### config.mk
export PLATFORM = sky130hd
export DESIGN_NAME = gate16_bist
export DESIGN_NICKNAME = d
export VERILOG_FILES = /design/src/rtl/gate16_pkg.sv /design/src/rtl/gate16_walk_gen.sv /design/src/rtl/gate16_bist.sv
export SDC_FILE = /design/constraint.sdc
export NUM_CORES = 1
export LEC_CHECK = 0
export ABC_AREA = 1
export BUFFER_PORTS_ARGS = -buffer_cell sky130_fd_sc_hd__buf_2
export CAP_MARGIN = 20
export CORE_AREA = 2 2 99 101
export CTS_BUF_LIST = sky130_fd_sc_hd__clkbuf_16
export DETAILED_ROUTE_END_ITERATION = 10
export DIE_AREA = 0 0 101 103
export PLACE_DENSITY = 0.77
export REMOVE_ABC_BUFFERS = 1
export SYNTH_ARGS = -nofsm -noshare
export SYNTH_HDL_FRONTEND = slang
export SYNTH_SLANG_ARGS = --single-unit
### constraint.sdc
create_clock -name i_clk -period 2 [get_ports i_clk]
set_input_delay 0.3 -clock i_clk [delete_from_list [all_inputs] [get_ports i_clk]]
set_output_delay 0.3 -clock i_clk [all_outputs]
set_load 0.01 [all_outputs]
### src/rtl/gate16_pkg.sv
// Shared op codes, FSM states and the golden bitwise reference for the gate16 self-check engine.
package gate16_pkg;

  typedef logic [1:0] op_t;

  localparam op_t OP_OR   = 2'b00;
  localparam op_t OP_AND  = 2'b01;
  localparam op_t OP_XOR  = 2'b10;
  localparam op_t OP_NAND = 2'b11;

  // Widest operand the golden function handles; callers cast in and truncate out.
  localparam int unsigned MAX_W = 64;
  typedef logic [MAX_W-1:0] word_t;

  typedef enum logic [2:0] {StIdle, StDrive, StSettle, StCheck, StDone} state_t;

  function automatic word_t golden(word_t a, word_t b, op_t op);
    case (op)
      OP_OR:   return a | b;
      OP_AND:  return a & b;
      OP_XOR:  return a ^ b;
      default: return ~(a & b);
    endcase
  endfunction

endpackage

### src/rtl/gate16_walk_gen.sv
// Combinational walking-ones pattern: step k sets one more operand bit, pair order alternating.
module gate16_walk_gen
  import gate16_pkg::*;
#(
  parameter int unsigned WIDTH  = 16,
  parameter int unsigned STEP_W = 6
) (
  input  logic [STEP_W-1:0] i_step,
  output logic [WIDTH-1:0]  o_a,
  output logic [WIDTH-1:0]  o_b
);

  for (genvar i = 0; i < WIDTH; i++) begin : g_bit
    logic w_first;
    logic w_second;
    // Bit pair i is filled at steps 2i+1 and 2i+2.
    assign w_first  = (i_step >= STEP_W'(2 * i + 1));
    assign w_second = (i_step >= STEP_W'(2 * i + 2));
    if (i % 2 == 0) begin : g_even
      assign o_a[i] = w_first;
      assign o_b[i] = w_second;
    end else begin : g_odd
      assign o_a[i] = w_second;
      assign o_b[i] = w_first;
    end
  end

endmodule

### src/rtl/gate16_bist.sv
// Stimulus/response engine: drives walking-ones operands into a bitwise gate and checks its output.
module gate16_bist
  import gate16_pkg::*;
#(
  parameter int unsigned WIDTH  = 16,
  parameter int unsigned SETTLE = 1,
  localparam int unsigned NSTEPS = 2 * WIDTH + 1,
  localparam int unsigned CW     = $clog2(NSTEPS + 1)
) (
  input  logic             i_clk,
  input  logic             i_reset,
  input  logic             i_start,
  input  logic [1:0]       i_op,
  output logic [WIDTH-1:0] o_dut_a,
  output logic [WIDTH-1:0] o_dut_b,
  input  logic [WIDTH-1:0] i_dut_out,
  output logic             o_busy,
  output logic             o_done,
  output logic             o_pass,
  output logic [CW-1:0]    o_err_count,
  output logic [CW-1:0]    o_fail_step,
  output logic [WIDTH-1:0] o_fail_out
);

  state_t           r_state;
  state_t           w_state_nxt;
  logic [CW-1:0]    r_step;
  logic [3:0]       r_settle;
  op_t              r_op;
  logic [WIDTH-1:0] r_dut_a;
  logic [WIDTH-1:0] r_dut_b;
  logic [CW-1:0]    r_err_count;
  logic [CW-1:0]    r_fail_step;
  logic [WIDTH-1:0] r_fail_out;

  logic [WIDTH-1:0] w_pat_a;
  logic [WIDTH-1:0] w_pat_b;
  logic [WIDTH-1:0] w_golden;
  logic             w_start_ok;
  logic             w_last;
  logic             w_mismatch;

  gate16_walk_gen #(
    .WIDTH  (WIDTH),
    .STEP_W (CW)
  ) u_walk_gen (
    .i_step (r_step),
    .o_a    (w_pat_a),
    .o_b    (w_pat_b)
  );

  assign w_start_ok = i_start && ((r_state == StIdle) || (r_state == StDone));
  assign w_last     = (r_step == CW'(2 * WIDTH));
  assign w_golden   = WIDTH'(golden(word_t'(r_dut_a), word_t'(r_dut_b), r_op));
  // Four-state compare so an X from the gate under test is treated as a failure.
  assign w_mismatch = (i_dut_out !== w_golden);

  always_ff @(posedge i_clk) begin
    if (i_reset) begin
      r_state <= StIdle;
    end else begin
      r_state <= w_state_nxt;
    end
  end

  always_comb begin
    w_state_nxt = r_state;
    unique case (r_state)
      StIdle:   if (i_start) w_state_nxt = StDrive;
      StDrive:  w_state_nxt = StSettle;
      StSettle: if (r_settle == 4'd0) w_state_nxt = StCheck;
      StCheck:  w_state_nxt = w_last ? StDone : StDrive;
      StDone:   if (i_start) w_state_nxt = StDrive;
      default:  w_state_nxt = StIdle;
    endcase
  end

  always_ff @(posedge i_clk) begin
    if (i_reset) begin
      r_step      <= '0;
      r_settle    <= '0;
      r_op        <= OP_OR;
      r_dut_a     <= '0;
      r_dut_b     <= '0;
      r_err_count <= '0;
      r_fail_step <= '0;
      r_fail_out  <= '0;
    end else begin
      if (w_start_ok) begin
        r_step      <= '0;
        r_op        <= i_op;
        r_err_count <= '0;
        r_fail_step <= '0;
        r_fail_out  <= '0;
      end
      if (r_state == StDrive) begin
        r_dut_a  <= w_pat_a;
        r_dut_b  <= w_pat_b;
        r_settle <= 4'(SETTLE - 1);
      end
      if ((r_state == StSettle) && (r_settle != 4'd0)) begin
        r_settle <= r_settle - 4'd1;
      end
      if (r_state == StCheck) begin
        if (w_mismatch) begin
          if (r_err_count != CW'(NSTEPS)) begin
            r_err_count <= r_err_count + CW'(1);
          end
          if (r_err_count == '0) begin
            r_fail_step <= r_step;
            r_fail_out  <= i_dut_out;
          end
        end
        if (!w_last) begin
          r_step <= r_step + CW'(1);
        end
      end
    end
  end

  assign o_dut_a     = r_dut_a;
  assign o_dut_b     = r_dut_b;
  assign o_busy      = (r_state == StDrive) || (r_state == StSettle) || (r_state == StCheck);
  assign o_done      = (r_state == StDone);
  assign o_pass      = (r_state == StDone) && (r_err_count == '0);
  assign o_err_count = r_err_count;
  assign o_fail_step = r_fail_step;
  assign o_fail_out  = r_fail_out;

endmodule

==> run summary, run 1 <==
Input and output buffers added on the ports amount to 83. For this run, the share of the core covered by cells in the final layout is 66.3%. The detailed-route wire length on metal 1 was 6290 µm; the mean area per synthesized cell was 6.59 µm². TritonCTS created 9 clock buffers. In the synthesized netlist the dominant register cell turns out to be sky130_fd_sc_hd__dfxtp_1. The top routing layer in use was met4.

The startpoint identified for the worst hold timing path is i_op[1]. In this run the standard cell core region covers 9460 µm². The max-slew violation count came out at 0. The clock-pin transition on the worst setup and hold timing paths was 0.06 ns. The sequential area share after synthesis was 29.9%; the final setup slack of the worst path was -0.0429 ns. The tools report the maximum count of clock buffers along a single path as 2. The post-route netlist has 24.6% of its cells at a drive strength greater than 1. In the synthesized netlist the async set-or-reset flop fraction comes to 0%. The clock reaches the later pin of the worst-skew pair after 0.34 ns. The register-to-register setup slack was -0.04 ns. The checks that failed: setup timing. Setup violations remaining at the end of the flow were counted as 16. In this run the cell area of the synthesized design comes to 5030 µm². At the end of the flow, the number of nets in the layout was 917.

In this run the worst hold path is classified as in2reg. The final critical-path share of the clock period was 102%. The number of antenna diodes in the final layout is 0.

Pin count of the biggest net entering global routing: 45. The critical path in this run is classified as reg2reg. The number of flops mapped to enable cells by yosys was 0; the total count of hold-check failures in the final report was 0. For the maximum operating frequency, the log shows 489 MHz. For the max-slew headroom at the worst pin, the log shows 59.4%.

Total placed instance area: 5600 µm². For the worst setup path, the data required time is 2.23 ns. The floorplan has 36 rows. For this run, the number of Yosys warnings is 0.

The vias per cell came out at 5.49. The flow ran to the end, but the final reports show violations. Max-cap violations in this run came to 0. The starting density of the core is 53.1%.

The vertical die dimension came out at 103 µm. The via count of the first global-routing pass was 4815; the highest fanout seen on the critical path was 7. During I/O placement, the number of pins put on the boundary was 84. For this design the ratio of total power to cell area is 881 nW/µm².

The slew of the pin with the lowest slew margin is 0.604 ns, and the HPWL after detailed placement is 10200 µm. With fillers left out, the area of the finished cells amounts to 6270 µm². The overall via count from detail_route came out at 5339. In the routed design, unresolved DRC markers number 0. The die is 101 µm wide. Nature of the critical path endpoint: a flop. For this run the aggregate overflow at the end of global routing stands at 0. Logic depth of the worst register-to-register path: 16. The start point of the critical path was o_dut_a[11]. After synthesis, the netlist uses 42 different library cells. The first routing iteration left 385 violations.

Counting every sink on the clock net gives 75. TritonCTS built the clock tree. The type of origin of the critical path is a flop.

After detailed routing, the average wire length per cell comes to 15.1 µm. The floorplan step defined a die boundary enclosing 10400 µm². Setup repair after global routing could not meet its margin everywhere.

The logs give 0.290 ns for the worst slack on hold paths and 937 µm for the met3 layer wire length in the routed design. The post-layout minimum cycle time was 2.04 ns; the global-route wire length before repair was 22200 µm. For the leakage power summed over all cells, the log shows 3.05 nW. The root buffer cell is sky130_fd_sc_hd__clkbuf_16.

The cell count after synthesis came out at 763. Across every metal layer, demand over resource in global routing totals 27.1%. The growth of design area from synthesis to finish works out to 24.8%. VDD sags by at most 0.439 mV. The capture point of the worst path is o_fail_out[8]. The worst clock skew is 0.00696 ns. The clock tree synthesis step divided the H-tree into 3 levels.

Final estimated routing congestion in global placement: 0.940. The worst register-to-register path ends at o_fail_out[8]. The first TritonRoute pass finished after 5 iterations. For the worst setup path, the data arrival time is 2.27 ns. Wire segments on met2 add up to 6990 µm in the final route. The detail route stage leaves a number of antenna-violating nets equal to 0. The launch point of the worst reg-to-reg path is o_dut_a[11]. Summed over all layers, the routed wires come to 14700 µm.

The run gives 0 as the initial antenna violation count. The flip-flop and latch count after synthesis was 75.
## per-stage QoR
| stage | std cells | setup WS, ns | power [mW] | TNS [ns] |
|---|---|---|---|---|
| after floorplan | 726 | -0.461 | 2.72 | -20.67 |
| after global placement | 952 | -0.0871 | 3.28 | -1.61 |
| after detailed placement | 952 | -0.152 | 3.33 | -3.26 |
| after CTS | 967 | 0.00175 | 5.34 | 0 |
| after global routing | 973 | -0.170 | 5.83 | -3.59 |
| final | 973 | -0.0429 | 5.53 | -0.128 |
## worst min path at each step
stage / end / depth (start not counted) / slack, ns
CTS: r_op[1] / 3 / 0.29
floorplan: o_err_count[4] / 1 / 0.37
finish: r_op[1] / 3 / 0.29
global placement: r_settle[3] / 2 / 0.47
global route: r_op[1] / 3 / 0.30
detailed placement: r_settle[3] / 2 / 0.48
## what timing repair did
item,CTS,global route
endpoints found under the setup margin,28,30
hold buffers,0,0
setup buffers,0,4
pin swaps,0,42
gates resized for setup,10,74
gates cloned,0,2
## power breakdown
part	internal [mW]	switching [mW]	total [mW]
Sequential	1.66	0.127	1.78
Clock	1.34	0.658	2.00
Combinational	0.669	1.08	1.75
## metal layers
metal  vias up  GRT usage [%]
li1       2627              -
met1      2455           33.4
met2       213           47.0
met3        44           4.88
met4         0           10.8
met5         -              0
## cells by family (layout without fill, tap and decap cells)
group,Yosys count,in the layout,synth area share (%)
fa+ha+maj,41,41,10.2
flops,75,75,29.9
simple gates,351,352,30.0
buf+inv,166,261,14.2
compound gates,127,127,15.2
xor+xnor,3,3,0.523
## cell type report
class / count / area, µm²
Fill cell: 785 / 3180
Multi-Input combinational cell: 523 / 2990
Sequential cell: 75 / 1540
Timing Repair Buffer: 117 / 739
Inverter: 129 / 497
Clock buffer: 9 / 225
Tap cell: 114 / 143
Clock inverter: 6 / 138
## placed cells by master, fill, tap and decap left out, types with 9 or more instances in the layout
cell                          n
sky130_fd_sc_hd__o21ai_0     30
sky130_fd_sc_hd__nand3_2      9
sky130_fd_sc_hd__buf_2       83
sky130_fd_sc_hd__nand3_1     51
sky130_fd_sc_hd__clkbuf_16   10
sky130_fd_sc_hd__a21oi_1     43
sky130_fd_sc_hd__dfxtp_1     49
sky130_fd_sc_hd__inv_2       11
sky130_fd_sc_hd__buf_4       24
sky130_fd_sc_hd__ha_1        34
sky130_fd_sc_hd__a221oi_1    15
sky130_fd_sc_hd__nor2_1      67
sky130_fd_sc_hd__nand2_1    185
sky130_fd_sc_hd__inv_1      117
sky130_fd_sc_hd__dfxtp_2     23
sky130_fd_sc_hd__o21ai_1     11
sky130_fd_sc_hd__a211oi_1     9
## cells in the mapped netlist (3+ instances only)
cell type	instances	area share, %
sky130_fd_sc_hd__nand4_1	4	0.50
sky130_fd_sc_hd__buf_6	8	1.8
sky130_fd_sc_hd__xor2_1	3	0.52
sky130_fd_sc_hd__nor3_1	7	0.70
sky130_fd_sc_hd__o21ai_1	10	1.0
sky130_fd_sc_hd__o31ai_1	3	0.45
sky130_fd_sc_hd__nor2_1	69	5.2
sky130_fd_sc_hd__nand3_1	56	5.6
sky130_fd_sc_hd__inv_1	128	9.6
sky130_fd_sc_hd__dfxtp_1	75	30
sky130_fd_sc_hd__clkbuf_1	21	1.6
sky130_fd_sc_hd__a221oi_1	15	2.6
sky130_fd_sc_hd__nand3b_1	5	0.75
sky130_fd_sc_hd__nor2_2	4	0.50
sky130_fd_sc_hd__o21ai_0	32	3.2
sky130_fd_sc_hd__nand3_2	4	0.80
sky130_fd_sc_hd__a211oi_1	9	1.3
sky130_fd_sc_hd__a21oi_1	44	4.4
sky130_fd_sc_hd__ha_1	41	10
sky130_fd_sc_hd__nand2_1	192	14
sky130_fd_sc_hd__o211ai_1	5	0.75
## flip-flops by register name, summed over array words and instances, names as in the netlist
name         count
o_dut_a         16
o_dut_b         16
o_fail_out      16
o_err_count      6
o_fail_step      6
r_step           6
r_settle         4
r_state          3
r_op             2
## critical path, cell delays in order, from the launching register on
cell                      delay (ns)
sky130_fd_sc_hd__dfxtp_2        0.34
sky130_fd_sc_hd__inv_1          0.08
sky130_fd_sc_hd__ha_4           0.26
sky130_fd_sc_hd__nand2_1        0.06
sky130_fd_sc_hd__nand3_2        0.09
sky130_fd_sc_hd__nand2_1        0.06
sky130_fd_sc_hd__nand2_1        0.05
sky130_fd_sc_hd__nand2_1        0.05
sky130_fd_sc_hd__nor2_1         0.10
sky130_fd_sc_hd__nand2_1        0.11
sky130_fd_sc_hd__nor2_2         0.18
sky130_fd_sc_hd__nand2_4        0.16
sky130_fd_sc_hd__buf_12         0.19
sky130_fd_sc_hd__nand3_2        0.07
sky130_fd_sc_hd__nand2_2        0.06
sky130_fd_sc_hd__inv_2          0.04
sky130_fd_sc_hd__nor2_2         0.03
No activity file was read; power rests on OpenSTA's default activity.
==> run 2, diff against run 1 <==
--- a/config.mk
+++ b/config.mk
@@ -12,6 +12,7 @@
 export CTS_BUF_LIST = sky130_fd_sc_hd__clkbuf_16
 export DETAILED_ROUTE_END_ITERATION = 10
 export DIE_AREA = 0 0 101 103
+export GPL_TIMING_DRIVEN = 0
 export PLACE_DENSITY = 0.77
 export REMOVE_ABC_BUFFERS = 1
 export SYNTH_ARGS = -nofsm -noshare
==> run summary, run 2 (synthesized netlist as in run 1, its figures left out) <==
The run finished, with violations left. The final reports fail on setup timing. The tree is rooted in a sky130_fd_sc_hd__clkbuf_16.

The number of maximum-capacitance constraint violations is 0 (unchanged), and the number of rows created at floorplan is 36 (unchanged). STA classifies the critical path endpoint as a flop. The reg-to-reg critical path endpoint was o_fail_out[8].

The wire length reported by the detailed router came out at 16100 µm (+9.6%). The power density over cell area was 803 nW/µm² (-8.9%); the pin count of the biggest net entering global routing was 63 (+40%). The logs give 0.261 ns (-0.0288 ns) for the worst slack on hold paths and 67.6% (+1.3 points) for the core occupancy in the finished layout.

Worst min-delay path category: in2reg. The area enclosed by the die boundary is 10400 µm² (unchanged). Max-slew violation count: 0 (unchanged).

The kind of cell with the highest combined delay on the critical path was simple AND/OR/NAND/NOR gates. The launch point of the worst reg-to-reg path was r_op[1]. The tools report the final setup slack of the worst path as -0.196 ns (-0.153 ns). The first-pass iteration count of the detailed router came out at 5 (unchanged). The max-slew headroom at the worst pin came out at 55.5% (-3.9 points). Leaving out fill and tap cells, the most frequent cells in the layout are sky130_fd_sc_hd__nand2_1, sky130_fd_sc_hd__inv_1, sky130_fd_sc_hd__buf_2. The worst ir drop on vdd was 0.446 mV (+1.5%); the register-to-register setup slack was -0.20 ns (-0.15 ns).

Total of buffers placed on input and output ports: 83 (unchanged). The logs give 0 (unchanged) for the number of nets with antenna violations after detailed routing and 0.957 (+1.8%) for the final estimated routing congestion in global placement. The total buffers and inverters traversed by the critical path came out at 5 (+2).

The via count of the first global-routing pass is 4920 (+2.2%). The capture point of the worst path is o_fail_out[8]. For the number of setup violations in the final report, the log shows 28 (+12). The logs give 0 (unchanged) for the initial antenna violation count and 5420 µm² (-3.2%) for the total placed instance area.

The slew of the pin with the lowest slew margin was 0.667 ns (+0.0637 ns). The logic depth of the worst register-to-register path is 17 (+1), and the maximum operating frequency is 455 MHz (-7.0%). Leaving out fill and tap cells, the most frequent cell in the layout is sky130_fd_sc_hd__nand2_1. The fraction of layout cells with a size suffix above 1 was 27.4% (+2.9 points). The logs give 2.23 ns (about the same) for the required time at the endpoint of the critical path and 9490 µm (-6.6%) for the HPWL after detailed placement. The detailed-route wire length per cell works out to 16.4 µm (+8.6%). The overall via count from detail_route was 5614 (+5.2%). TritonCTS built the clock tree. The total core area came out at 9460 µm² (unchanged).

Diode insertion count for antenna repair: 0 (unchanged). The tools report the leakage power summed over all cells as 3.03 nW (-0.39%). On the critical path, the stage with the largest delay is an instance of sky130_fd_sc_hd__dfxtp_4. For the overall fraction of global-route tracks in use, the log shows 29.8% (+2.7 points). Among the stages of the critical path, the cell type that occurs most often is sky130_fd_sc_hd__nand2_1. Data arrival time of the critical path: 2.43 ns (+0.16 ns). The logs give 75 (unchanged) for the number of sinks on the clock net and 399 (+3.6%) for the number of DRC violations after detailed-routing iteration 0. The type of origin of the critical path was a flop. Traced cell by cell, the critical path runs through nor2_4 > buf_12 > nand2_2 > nand3_2 > buf_4 > nand3_1 > nand2_1 > nand2_1 > inv_2 > nand2_2 > nor2_4 > buf_4 > nand2_4 > nand3_1 > nand2_1 > inv_1 > nor2_2.

The number of design rule violations left after detail routing was 0 (unchanged). Setup repair after global routing could not meet its margin everywhere. The run gives 0 (unchanged) as the total grt overflow. The count of cell instances traversed by the critical path came out at 17 (+1).

Clock-pin transition on the worst setup and hold timing paths: 0.06 ns (about the same). The top-level port count is 84 (unchanged). Setup slack after placement: -1.58 ns (-1.43 ns).

The tools report the maximum count of clock buffers along a single path as 2 (unchanged). The global-route wire length before repair came out at 24300 µm (+9.3%). The vertical die dimension was 103 µm (unchanged). The die boundary width came out at 101 µm (unchanged). For the total count of hold-check failures in the final report, the log shows 0 (unchanged). The H-tree depth is 3 (unchanged), and the growth of design area from synthesis to finish is 27.2%. Worst stage delay on the critical path: 0.40 ns (+0.06 ns). The setup path with the least slack is of type reg2reg. The highest fanout seen on the critical path is 8 (+1), and the final critical-path share of the clock period is 110% (+7.6 points).

The tools report the post-layout net count as 926 (+0.98%). The starting density of the core came out at 53.1% (unchanged). The worst clock skew is 0.00913 ns (+0.00217 ns). Clock buffer count from CTS: 9 (unchanged).

The area of all placed cells without fillers came out at 6390 µm² (+1.9%). The critical path starts at r_op[1]. The vias per cell is 5.72 (+4.2%), and the clock latency on the worst-skew pair is 0.33 ns (about the same). The post-layout minimum cycle time was 2.20 ns (+0.153 ns).
## run 2: changes by cell type in the layout (fill, tap and decap cells not counted), sizes merged
cell,before,now
clkinvlp,0,6
nand2,197,203
bufinv,4,0
buf,116,118
clkinv,2,4
inv,129,127
clkbuf,10,9
## run 2: worst min-delay path: stages
cell and delay, ns:
sky130_fd_sc_hd__buf_2 0.08, sky130_fd_sc_hd__o21ai_0 0.07, sky130_fd_sc_hd__a21oi_1 0.10
## run 2: per-stage QoR
step                      setup TNS [ns]  total power [mW]  instances
after global routing               -7.15              5.41        982
after global placement            -92.66              3.14        923
after floorplan                   -20.67              2.72        726
final                              -4.59              5.14        982
after detailed placement          -59.85              3.24        927
after CTS                         -0.863              4.93        969
## run 2: area by class of cell
class / instances / area, µm²
inverter: 129 / 500
timing repair buffer: 118 / 752
clock buffer: 9 / 225
fill: 772 / 3060
sequential: 75 / 1530
tap: 114 / 143
timing repair inverter: 2 / 15.0
clock inverter: 6 / 35.0
multi-input combinational: 529 / 3200
## run 2: repair_timing
item,4_1_cts,5_1_grt
pin swaps,20,27
resized for setup,55,52
cloned,6,3
endpoints found under the hold margin,0,0
setup buffers,21,9
hold buffers,0,0
endpoints found under the setup margin,67,41
## run 2: layer usage
metal	global-route usage [%]	routed length [µm]
met3	4.34	1170
met4	12.9	514
met2	51.1	7850
met5	0	0
met1	37.6	6600
## run 2: worst min path at each step
stage               cells past startpoint   startpoint  slack [ns]        endpoint
floorplan                               1      i_reset        0.37  o_err_count[4]
global placement                        2  r_settle[1]        0.47     r_settle[1]
detailed placement                      2  r_settle[3]        0.48     r_settle[3]
CTS                                     3      i_op[0]        0.26         r_op[0]
global route                            3      i_op[0]        0.30         r_op[0]
finish                                  3      i_op[0]        0.26         r_op[0]
## run 2: report_power, final
part	switching, mW	internal [mW]	leakage, nW
clock network	0.654	0.824	0.132
logic	1.16	0.705	2.28
registers	0.141	1.65	0.618
total	1.96	3.18	3.03
==> run 3, diff against run 2 <==
--- a/config.mk
+++ b/config.mk
@@ -5,13 +5,12 @@
 export SDC_FILE = /design/constraint.sdc
 export NUM_CORES = 1
 export LEC_CHECK = 0
-export ABC_AREA = 1
 export BUFFER_PORTS_ARGS = -buffer_cell sky130_fd_sc_hd__buf_2
 export CAP_MARGIN = 20
-export CORE_AREA = 2 2 99 101
+export CORE_AREA = 2 2 95 97
 export CTS_BUF_LIST = sky130_fd_sc_hd__clkbuf_16
 export DETAILED_ROUTE_END_ITERATION = 10
-export DIE_AREA = 0 0 101 103
+export DIE_AREA = 0 0 97 99
 export GPL_TIMING_DRIVEN = 0
 export PLACE_DENSITY = 0.77
 export REMOVE_ABC_BUFFERS = 1
==> run summary, run 3 <==
The flow ran to the end, but the final reports show violations. The final reports fail on setup timing. The HPWL after detailed placement was 7670 µm (-19%); the via count of the first global-routing pass was 4258 (-13%). The clock share of power came out at 19.7% (-9.1 points). The required time at the endpoint of the critical path came out at 2.22 ns (about the same). STA classifies the critical path endpoint as a flop.

The number of maximum-capacitance constraint violations is 0 (unchanged), and the hold-critical path depth is 3 (unchanged). The met3 layer wire length in the routed design came out at 1000 µm (-14%). In this run the worst setup path begins at o_dut_a[0]. The run gives 57 (-9.5%) as the pin count of the biggest net entering global routing. The run gives 7.26 mW (+41%) as the total power of the final layout.

The internal power of the cells is 4.21 mW (+33%). The hold path endpoint was r_op[1]. TritonCTS built the clock tree. Switching power share of the total: 42.0% (+3.8 points).

The highest metal layer carrying signal wires in the routed design is met4. The detailed-route wire length per cell works out to 17.5 µm (+6.4%). The tools report the diode insertion count for antenna repair as 0 (unchanged). The tools report the number of design rule violations left after detail routing as 0 (unchanged). The highest fanout seen on the critical path came out at 5 (-3). The growth of design area from synthesis to finish was 24.4%.

For the total grt overflow, the log shows 0 (unchanged). The logs give 75 (unchanged) for the number of sinks on the clock net and 0 (unchanged) for the initial antenna violation count. The number of flops mapped to enable cells by yosys was 0 (unchanged). In the layout the commonest cells are sky130_fd_sc_hd__buf_2, sky130_fd_sc_hd__dfxtp_1, sky130_fd_sc_hd__nand2_1. The run gives 0 (unchanged) as the total count of hold-check failures in the final report. The die boundary width is 97 µm (-4.0%), and the clock-pin transition on the worst setup and hold timing paths is 0.06 ns (about the same).

The warning count from the yosys run came out at 0 (unchanged). The tools report the top-level port count as 84 (unchanged). The logs give 2.46 nW (-19%) for the leakage power summed over all cells and 20600 µm (-15%) for the global-route wire length before repair. The max-slew violation count was 0 (unchanged); the fraction of layout cells with a size suffix above 1 was 28.3% (+0.91 points). In the synthesized netlist, the cells that appear most often are sky130_fd_sc_hd__dfxtp_1, sky130_fd_sc_hd__nand2_1, sky130_fd_sc_hd__inv_1. The most common library cell in the layout ignoring fill and taps was sky130_fd_sc_hd__buf_2. The worst ir drop on vdd came out at 0.815 mV (+83%). The run gives 0.33 ns (about the same) as the clock latency on the worst-skew pair.

Yosys attributes the largest share of cell area to sky130_fd_sc_hd__dfxtp_1, sky130_fd_sc_hd__ha_1, sky130_fd_sc_hd__mux2i_1. The most common cell in the netlist is sky130_fd_sc_hd__dfxtp_1. Worst min-delay path category: in2reg. Data arrival time of the critical path: 2.74 ns (+0.31 ns). The detailed-route wire length on metal 1 is 5380 µm (-18%), and the final estimated routing congestion in global placement is 0.901 (-5.8%). The tools report the summed instance area of the synthesized netlist as 4570 µm² (-9.0%). The run gives 28 (unchanged) as the number of setup violations in the final report. Among all flip-flop cells after synthesis, the most frequent one is sky130_fd_sc_hd__dfxtp_1. The tools report the maximum count of clock buffers along a single path as 2 (unchanged).

The share of the synthesized area in the top cell type works out to 32.8% (+3.0 points). The logs give 32.8% (+3.0 points) for the sequential area share after synthesis and 53.5% (+0.33 points) for the starting density of the core. The share of flip-flops with an asynchronous set or reset after synthesis was 0% (unchanged); the number of DRC violations after detailed-routing iteration 0 was 376 (-5.8%). The tools report the first-pass iteration count of the detailed router as 5 (unchanged). The run gives 9600 µm² (-7.7%) as the area enclosed by the die boundary. The vertical die dimension was 99 µm (-3.9%). The run gives 754 (-23%) as the final non-filler cell total. The reg-to-reg critical path endpoint was o_err_count[5]. The area of all placed cells without fillers is 5690 µm² (-11%). Setup repair after global routing could not meet its margin everywhere. The combinational power share was 49.8% (+13 points); the overall fraction of global-route tracks in use was 26.5% (-3.3 points).

The power density over cell area is 1280 nW/µm² (+59%). The cell taking the most area after synthesis was sky130_fd_sc_hd__dfxtp_1. The final setup slack of the worst path was -0.519 ns (-0.324 ns). Worst slack on hold paths: 0.208 ns (-0.0538 ns). The root buffer cell is sky130_fd_sc_hd__clkbuf_16. The post-synthesis cell count came out at 565 (-26%). The critical path in this run is classified as reg2reg. The logs give 53 (+26%) for the number of different library cells in the post-synthesis netlist and 9 (unchanged) for the clock buffer count from CTS. The final critical-path share of the clock period was 126% (+16 points); the worst clock skew was 0.00743 ns (-0.00170 ns). The H-tree depth was 3 (unchanged); the mean area per synthesized cell was 8.09 µm² (+23%). The run gives 0 (unchanged) as the number of nets with antenna violations after detailed routing. The logic depth of the worst register-to-register path is 10 (-7). The maximum operating frequency came out at 397 MHz (-13%).

The run gives 30.5% (-4.3 points) as the sequential cell fraction of total power. The type of origin of the critical path was a flop. The tools report the total core area as 8550 µm² (-9.6%).

The switching power of the nets was 3.05 mW (+56%). The final setup TNS was -12.90 ns (-8.31 ns); the core occupancy in the finished layout was 66.5% (-1.1 points). The overall via count from detail_route came out at 4513 (-20%). The slew of the pin with the lowest slew margin was 0.848 ns (+0.181 ns). The logs give 683 (-12%) for the number of filler cells placed in the layout and 703 (-24%) for the post-layout net count. The wire length reported by the detailed router was 13200 µm (-18%). Vias per cell: 5.99 (+4.7%). The flip-flop and latch count after synthesis works out to 75 (unchanged). The count of placed standard cells including taps is 715 (-23%), and the total placed instance area is 4970 µm² (-8.3%).

In this run the most critical hold path is launched from i_op[1]. The total of buffers placed on input and output ports was 83 (unchanged); the setup slack after placement was -1.85 ns (-0.277 ns). The length of routed met2 wiring is 6380 µm (-19%), and the post-layout minimum cycle time is 2.52 ns (+0.324 ns).

The register-to-register setup slack was -0.52 ns (-0.32 ns); the number of rows created at floorplan was 34 (-5.6%). The hold-fix buffer count after cts was 0 (unchanged). Launch point of the worst reg-to-reg path: o_dut_a[0]. The max-slew headroom at the worst pin is 43.4% (-12 points).
==> run 3: worst max-delay path, cell delays in order, from the launching register on <==
cell	delay, ns
sky130_fd_sc_hd__dfxtp_2	0.33
sky130_fd_sc_hd__buf_4	0.14
sky130_fd_sc_hd__ha_2	0.17
sky130_fd_sc_hd__nand2b_4	0.14
sky130_fd_sc_hd__and3_4	0.17
sky130_fd_sc_hd__nor4_4	0.24
sky130_fd_sc_hd__and4_1	0.23
sky130_fd_sc_hd__o2111a_2	0.31
sky130_fd_sc_hd__a41o_4	0.32
sky130_fd_sc_hd__nor4b_2	0.07
sky130_fd_sc_hd__a311o_1	0.28
==> run 3: layout make-up <==
class | count | area, µm² | area share (%)
Timing Repair Buffer | 104 | 639 | 11.2
Sequential cell | 75 | 1530 | 26.9
Inverter | 46 | 175 | 3.08
Tap cell | 108 | 135 | 2.38
Multi-Input combinational cell | 405 | 2950 | 51.9
Clock inverter | 7 | 28.8 | 0.506
Clock buffer | 9 | 225 | 3.96
==> run 3: what timing repair did <==
| item | 4_1_cts | 5_1_grt |
|---|---|---|
| gates cloned | 3 | 0 |
| pin swaps | 13 | 12 |
| resized for setup | 53 | 25 |
| endpoints found under the setup margin | 60 | 40 |
| buffers inserted | 16 | 5 |
==> run 3: cells by family (layout without fill, tap and decap cells) <==
| kind of cell | after synthesis | in the layout | synth area share, % |
|---|---|---|---|
| fa+ha+maj | 41 | 41 | 11.2 |
| simple gates | 199 | 201 | 22.6 |
| buf+inv | 88 | 166 | 7.91 |
| xor+xnor | 15 | 15 | 2.87 |
| flops | 75 | 75 | 32.8 |
| compound gates | 127 | 128 | 18.1 |
| mux | 20 | 20 | 4.38 |
==> run 3: metal layers <==
layer,up-vias,GRT usage [%]
met1,2110,32.7
met2,228,45.4
met4,0,10.4
met3,41,5.74
met5,-,0
li1,2134,-
==> run 3: power groups by stage <==
stage | combinational (mW) | sequential, mW | clock, mW
global route | 3.96 | 2.26 | 1.50
CTS | 3.28 | 2.20 | 1.44
global placement | 2.76 | 2.19 | 0
detailed placement | 2.86 | 2.22 | 0
finish | 3.62 | 2.21 | 1.43
floorplan | 1.89 | 2.27 | 0
==> run 3: worst max-delay path by stage <==
| stage | endpoint | cells after the start |
|---|---|---|
| floorplan | o_fail_out[0] | 8 |
| global placement | o_fail_out[0] | 8 |
| detailed placement | o_fail_out[13] | 8 |
| CTS | o_fail_out[13] | 11 |
| global route | o_err_count[5] | 10 |
| finish | o_err_count[5] | 10 |
